==> config.mk <==
export PLATFORM = sky130hd
export DESIGN_NAME = uart_stream_fifo_flat
export DESIGN_NICKNAME = d
export VERILOG_FILES = /design/src/rtl/uart_stream_fifo_if.sv /design/src/rtl/uart_stream_fifo.sv /design/src/flat_wrapper.sv
export SDC_FILE = /design/constraint.sdc
export NUM_CORES = 1
export LEC_CHECK = 0
export CAP_MARGIN = 20
export CORE_UTILIZATION = 53
export DETAILED_ROUTE_END_ITERATION = 10
export DONT_BUFFER_PORTS = 1
export GPL_TIMING_DRIVEN = 0
export PLACE_DENSITY = 0.74
export REMOVE_ABC_BUFFERS = 1
export SKIP_LAST_GASP = 1
export SLEW_MARGIN = 15
export SYNTH_ARGS = -nofsm -noshare
export SYNTH_HDL_FRONTEND = slang
export SYNTH_SLANG_ARGS = --single-unit
export TNS_END_PERCENT = 30
==> constraint.sdc <==
create_clock -name clk_48mhz -period 2.6 [get_ports clk_48mhz]
set_input_delay 0.65 -clock clk_48mhz [delete_from_list [all_inputs] [get_ports clk_48mhz]]
set_output_delay 0.65 -clock clk_48mhz [all_outputs]
set_load 0.03 [all_outputs]
==> src/rtl/uart_stream_fifo_if.sv <==
// Byte-stream valid/ready bundle used for every port pair of uart_stream_fifo.
// The master drives data/valid and the slave drives ready.
interface uart_stream_fifo_if;
    logic [7:0] data;
    logic       valid;
    logic       ready;

    modport master (output data, output valid, input ready);
    modport slave  (input data, input valid, output ready);
endinterface

==> src/rtl/uart_stream_fifo.sv <==
// Bidirectional FWFT byte FIFO between the host UART port and the usb_uart pipeline.
// Optional macro UART_STREAM_CRLF_EN expands each LF on the TX path into CR,LF.
module uart_stream_fifo_path #(
    parameter int AW   = 4,
    parameter bit CRLF = 1'b0
) (
    input  logic          clk,
    input  logic          rst_n,
    input  logic [7:0]    in_data,
    input  logic          in_valid,
    output logic          in_ready,
    output logic [7:0]    out_data,
    output logic          out_valid,
    input  logic          out_ready,
    output logic [AW:0]   level
);
    localparam int          EW    = CRLF ? 9 : 8;
    localparam logic [AW:0] DEPTH = {1'b1, {AW{1'b0}}};

    logic [EW-1:0] mem [2**AW];
    logic [AW-1:0] wr_ptr_q, wr_ptr_d, rd_ptr_q, rd_ptr_d;
    logic [AW:0]   level_q, level_d;
    logic [EW-1:0] head_q, head_d;
    logic          head_valid_q, head_valid_d;
    logic          cr_sent_q, cr_sent_d;
    logic          ready_q, ready_d;
    logic          push, pop, handshake, mem_we, head_flag;
    logic [EW-1:0] in_entry;

    // With CRLF the entry MSB marks an LF that must be preceded by a CR.
    generate
        if (CRLF) begin : g_crlf
            assign in_entry  = {(in_data == 8'h0A), in_data};
            assign head_flag = head_q[EW-1];
        end else begin : g_plain
            assign in_entry  = in_data;
            assign head_flag = 1'b0;
        end
    endgenerate

    always_comb begin
        handshake    = head_valid_q & out_ready;
        pop          = handshake & (~head_flag | cr_sent_q);
        push         = in_valid & ready_q;
        wr_ptr_d     = wr_ptr_q;
        rd_ptr_d     = rd_ptr_q;
        head_d       = head_q;
        head_valid_d = head_valid_q;
        cr_sent_d    = cr_sent_q;
        mem_we       = 1'b0;
        if (handshake & ~pop) begin
            cr_sent_d = 1'b1;
        end
        // Refill the output register from storage first, else bypass the push.
        if (pop | ~head_valid_q) begin
            cr_sent_d = 1'b0;
            if (wr_ptr_q != rd_ptr_q) begin
                head_d       = mem[rd_ptr_q];
                head_valid_d = 1'b1;
                rd_ptr_d     = rd_ptr_q + 1'b1;
                mem_we       = push;
            end else if (push) begin
                head_d       = in_entry;
                head_valid_d = 1'b1;
            end else begin
                head_valid_d = 1'b0;
            end
        end else begin
            mem_we = push;
        end
        if (mem_we) begin
            wr_ptr_d = wr_ptr_q + 1'b1;
        end
        level_d = level_q + {{AW{1'b0}}, push} - {{AW{1'b0}}, pop};
        ready_d = (level_d != DEPTH);
    end

    always_ff @(posedge clk or negedge rst_n) begin
        if (!rst_n) begin
            wr_ptr_q     <= '0;
            rd_ptr_q     <= '0;
            level_q      <= '0;
            head_q       <= '0;
            head_valid_q <= 1'b0;
            cr_sent_q    <= 1'b0;
            ready_q      <= 1'b0;
        end else begin
            wr_ptr_q     <= wr_ptr_d;
            rd_ptr_q     <= rd_ptr_d;
            level_q      <= level_d;
            head_q       <= head_d;
            head_valid_q <= head_valid_d;
            cr_sent_q    <= cr_sent_d;
            ready_q      <= ready_d;
        end
    end

    always_ff @(posedge clk) begin
        if (mem_we) begin
            mem[wr_ptr_q] <= in_entry;
        end
    end

    assign in_ready  = ready_q;
    assign out_valid = head_valid_q;
    assign out_data  = (head_flag & ~cr_sent_q) ? 8'h0D : head_q[7:0];
    assign level     = level_q;
endmodule

module uart_stream_fifo #(
    parameter int TX_AW = 4,
    parameter int RX_AW = 4
) (
    input  logic               clk_48mhz,
    input  logic               reset_n,
    uart_stream_fifo_if.slave  host_tx,
    uart_stream_fifo_if.master usb_in,
    uart_stream_fifo_if.slave  usb_out,
    uart_stream_fifo_if.master host_rx,
    output logic [TX_AW:0]     tx_level,
    output logic [RX_AW:0]     rx_level
);
`ifdef UART_STREAM_CRLF_EN
    localparam bit TX_CRLF = 1'b1;
`else
    localparam bit TX_CRLF = 1'b0;
`endif

    uart_stream_fifo_path #(.AW(TX_AW), .CRLF(TX_CRLF)) u_tx (
        .clk       (clk_48mhz),
        .rst_n     (reset_n),
        .in_data   (host_tx.data),
        .in_valid  (host_tx.valid),
        .in_ready  (host_tx.ready),
        .out_data  (usb_in.data),
        .out_valid (usb_in.valid),
        .out_ready (usb_in.ready),
        .level     (tx_level)
    );

    uart_stream_fifo_path #(.AW(RX_AW), .CRLF(1'b0)) u_rx (
        .clk       (clk_48mhz),
        .rst_n     (reset_n),
        .in_data   (usb_out.data),
        .in_valid  (usb_out.valid),
        .in_ready  (usb_out.ready),
        .out_data  (host_rx.data),
        .out_valid (host_rx.valid),
        .out_ready (host_rx.ready),
        .level     (rx_level)
    );
endmodule

==> src/flat_wrapper.sv <==
// flat-port wrapper written by rule: the top's interface ports become plain ports
module uart_stream_fifo_flat 
#(
    parameter int TX_AW = 4,
    parameter int RX_AW = 4
)
  (clk_48mhz, reset_n, tx_level, rx_level, host_tx_data, host_tx_valid, host_tx_ready, usb_in_data, usb_in_valid, usb_in_ready, usb_out_data, usb_out_valid, usb_out_ready, host_rx_data, host_rx_valid, host_rx_ready);
  uart_stream_fifo_if host_tx_i ();
  uart_stream_fifo_if usb_in_i ();
  uart_stream_fifo_if usb_out_i ();
  uart_stream_fifo_if host_rx_i ();
  input  logic clk_48mhz;
  input  logic reset_n;
  output logic [TX_AW:0] tx_level;
  output logic [RX_AW:0] rx_level;
  input wire logic [$bits(host_tx_i.data)-1:0] host_tx_data;
  input wire logic [$bits(host_tx_i.valid)-1:0] host_tx_valid;
  output wire logic [$bits(host_tx_i.ready)-1:0] host_tx_ready;
  output wire logic [$bits(usb_in_i.data)-1:0] usb_in_data;
  output wire logic [$bits(usb_in_i.valid)-1:0] usb_in_valid;
  input wire logic [$bits(usb_in_i.ready)-1:0] usb_in_ready;
  input wire logic [$bits(usb_out_i.data)-1:0] usb_out_data;
  input wire logic [$bits(usb_out_i.valid)-1:0] usb_out_valid;
  output wire logic [$bits(usb_out_i.ready)-1:0] usb_out_ready;
  output wire logic [$bits(host_rx_i.data)-1:0] host_rx_data;
  output wire logic [$bits(host_rx_i.valid)-1:0] host_rx_valid;
  input wire logic [$bits(host_rx_i.ready)-1:0] host_rx_ready;
  assign host_tx_i.data = host_tx_data;
  assign host_tx_i.valid = host_tx_valid;
  assign host_tx_ready = host_tx_i.ready;
  assign usb_in_data = usb_in_i.data;
  assign usb_in_valid = usb_in_i.valid;
  assign usb_in_i.ready = usb_in_ready;
  assign usb_out_i.data = usb_out_data;
  assign usb_out_i.valid = usb_out_valid;
  assign usb_out_ready = usb_out_i.ready;
  assign host_rx_data = host_rx_i.data;
  assign host_rx_valid = host_rx_i.valid;
  assign host_rx_i.ready = host_rx_ready;
  uart_stream_fifo #(.TX_AW(TX_AW), .RX_AW(RX_AW)) u_core (.clk_48mhz(clk_48mhz), .reset_n(reset_n), .host_tx(host_tx_i), .usb_in(usb_in_i), .usb_out(usb_out_i), .host_rx(host_rx_i), .tx_level(tx_level), .rx_level(rx_level));
endmodule
==> flow_summary.toml <==
[sta]
rsz0062_at_grt = "true"
setup_viol = 0
finalHoldViolCount = 0
timing.slew.headroom_pct = 41.9
finalCritPeriodShare_pct = 99.5
clock_skew_ps = 13.0
maxClockFrequency_mhz = 387
worst_slew_pin_slew_ps = 866
finalWorstPathRequiredPeriod_ps = 2590
drv_slew = 0
timing.final.ws_setup_ps = 13.1
totalNegativeSetupSlack_ps = 0

[min_path]
hp-class = "in2reg"

[critical_path]
criticalPathCategory = "reg2reg"
worstPathArrival_ps = 2770
startpoint_type = "register"
worstSetupEndpointType = "register"
critical_path_peak_fanout = 14
required_arrival_time_at_the_worst_endpoint_ps = 2780

[cts]
clk-insertion-delay-late_ps = 550
cts.path.max_buffers = 3
cts-root-buf = "clkbuf_16"
cts_inserted_buffers = 30
cts_tree = "built"
h-tree-depth = 1
clock-sinks = 302
clk_pin_slew_worst_paths_ps = 70

[drt]
number_of_antenna_violating_nets_in_the_routed_design = 0
routed_wl_mm = 24.4
firstDrtPassIters = 5
routed_wire_length_per_instance_um = 23.9
post_drt_via_cell_ratio = 6.09
detailroute.via_count = 6215
drt_iter0_drc = 468
route.detailed.drc = 0

[die]
chipHeight_um = 155
core_area_um2 = 22800
initial_standard_cell_utilization_of_the_core_pct = 54.5
pin_count = 52
rows = 55
die_area_um2 = 24100
chipWidth_um = 155

[power]
combinationalPowerShare_pct = 29.4
power.switching_fraction_pct = 32.5
power.net_switching_uw = 5490
power.share.sequential_pct = 43.8
power.internal_uw = 11400
power_leakage_uw = 0.00473
share_clk_of_total_power_pct = 26.8
worst_ir_drop_vdd_uv = 744
power_density_nw_per_um2 = 1200

[synth]
count_of_flip_flops_with_a_built_in_enable_after_synthesis = 256
yosys_most_used_dff = "edfxtp_1"
synth_common_cells = "edfxtp_1 (256), mux4_2 (64), dfrtp_1 (46)"
synth_area_um2 = 12400
synth.avg_cell_area_um2 = 18.7
yosysWarningCount = 0
proportion_of_synthesized_flip_flops_having_asynchronous_set_or_reset_pct = 15.2
netlist.area_leader.share_pct = 61.8
synthMostInstantiatedCell = "edfxtp_1"
synthTopCellsByArea = "edfxtp_1 (62%), mux4_2 (12%), dfrtp_1 (9.3%)"
yosysUniqueCellTypes = 40
netlist.top_cell.by_area = "edfxtp_1"
yosys_register_bits = 302
seq_area_frac_synth_pct = 71.0
netlist_instances = 665

[placed_design]
port_buffers = 0
hpwlAfterDp_mm = 14.7
place.gp.congestion = 0.807
dpl.cell_count = 943
dpl_worst_slack_ps = -641

[global_routing]
antenna_found_initial = 0
via_count_of_the_first_global_routing_pass = 6467
global_route.usage.total_pct = 21.0
grt-ovfl-total = 0
global_route_wire_length_before_repair_mm = 37.6
largest_net_degree_at_the_start_of_global_routing = 47

[run]
maxCapViolCount = 0

[cells_and_area]
multiInputGateArea_um2 = 3380
final_core_utilization_pct = 61.4
antennaDiodeCount = 0
syn_to_final_growth_pct = 12.7
finalNetCount = 728
seq_area_um2 = 8850
instances_no_fill = 1021
drive_gt1_share_pct = 25.1
final_layout_fill_cell_count = 1574

[status]
outcome = "complete, no violations"
[area by class of cell]
class | instances | share of cell area, %
Clock inverter | 14 | 1.40
Clock buffer | 42 | 6.11
Multi-Input combinational cell | 305 | 24.1
Tap cell | 313 | 2.79
Timing Repair Buffer | 25 | 1.91
Inverter | 20 | 0.562
Sequential cell | 302 | 63.1
[power by group through the flow]
stage / logic, uW / registers (uW) / clock network, uW
floorplan: 3330 / 7420 / 0
global placement: 4030 / 7780 / 0
detailed placement: 4490 / 7630 / 0
CTS: 4910 / 7400 / 4570
global route: 5400 / 7510 / 4750
finish: 4960 / 7400 / 4530
[registers in the layout (all words and copies together) (netlist names), 4 cells and up]
signal	count
u_core.u_tx.mem	128
u_core.u_rx.level	5
u_core.u_tx.out_data	8
u_core.u_rx.wr_ptr_q	4
u_core.u_tx.wr_ptr_q	4
u_core.u_rx.mem	128
u_core.u_tx.rd_ptr_q	4
u_core.u_rx.out_data	8
u_core.u_rx.rd_ptr_q	4
u_core.u_tx.level	5
[metal layers]
layer  part of all wire, %  wire length [um]  up-vias  global-route usage [%]
met4                   2.9               696        0                    7.52
met3                   7.1              1730       51                    4.04
li1                      -                 -     2689                       -
met5                     0                 0        -                       0
met1                    39              9520     3226                    27.3
met2                    51             12400      249                    35.6
[layout by cell type, fill, tap and decap left out, types with 7 or more instances in the layout]
cell,Yosys,layout
a21oi_1,21,21
a22o_1,16,16
a22oi_1,16,16
and2_1,18,8
and2_2,0,8
buf_4,2,19
clkbuf_1,10,7
clkbuf_16,0,31
dfrtp_1,46,37
dfrtp_2,0,7
edfxtp_1,256,256
ha_1,20,20
inv_1,20,19
mux2i_1,16,16
mux4_2,64,64
nand2_1,17,17
nand3_1,9,9
nor2_2,0,9
o211ai_1,21,21
xnor2_1,20,20
xor2_1,7,7
[logic make-up (layout without fill, tap and decap cells)]
kind of cell / after synthesis / after routing / share of synthesized area (%)
buffers and inverters: 58 / 101 / 2.45
flip-flops: 302 / 302 / 71.0
adder cells (fa/ha/maj): 22 / 22 / 2.33
multiplexers: 84 / 84 / 13.2
AO/OA/AOI/OAI: 86 / 86 / 5.29
XOR/XNOR: 27 / 27 / 1.90
AND/OR/NAND/NOR: 86 / 86 / 3.74
[worst max-delay path, cell delays in order (launching register included)]
cell and delay (ps):
dfrtp_1 530, nor2b_2 650, o211ai_1 350, buf_4 240, nor2_2 450
[per-stage QoR]
stage | total power, uW | hold slack, ps | instance area [um2]
global placement | 11800 | 355 | 12600
finish | 16900 | 194 | 14000
detailed placement | 12100 | 355 | 12700
floorplan | 10700 | 354 | 12200
CTS | 16900 | 183 | 14000
global route | 17700 | 175 | 14000
[final timing paths]
| kind | start | slack [ps] | cells past startpoint | endpoint |
|---|---|---|---|---|
| setup reg to reg | u_core.u_tx.out_valid$_DFFE_PN0N_ | 10 | 4 | u_core.u_tx.mem[6][2]$_DFFE_PP_ |
| hold reg to reg | u_core.u_tx.rd_ptr_q[2]$_DFFE_PN0P_ | 570 | 1 | u_core.u_tx.rd_ptr_q[2]$_DFFE_PN0P_ |
| max in group asynchronous | reset_n | 1680 | 2 | u_core.u_tx.rd_ptr_q[1]$_DFFE_PN0P_ |
| hold / removal | host_tx_data[3] | 190 | 0 | u_core.u_tx.mem[15][3]$_DFFE_PP_ |
| min in group asynchronous | reset_n | 670 | 2 | u_core.u_tx.out_data[4]$_DFFE_PN0P_ |
| setup / recovery | u_core.u_tx.out_valid$_DFFE_PN0N_ | 10 | 4 | u_core.u_tx.mem[6][2]$_DFFE_PP_ |
[repair_timing]
action,4_1_cts,5_1_grt
gates cloned,0,0
endpoints found under the setup margin,280,191
buffers inserted,13,7
hold buffers,2,0
gates resized for setup,26,7
endpoints found under the hold margin,46,0
pin swaps,6,2
No activity file was read; power rests on OpenSTA's default activity.
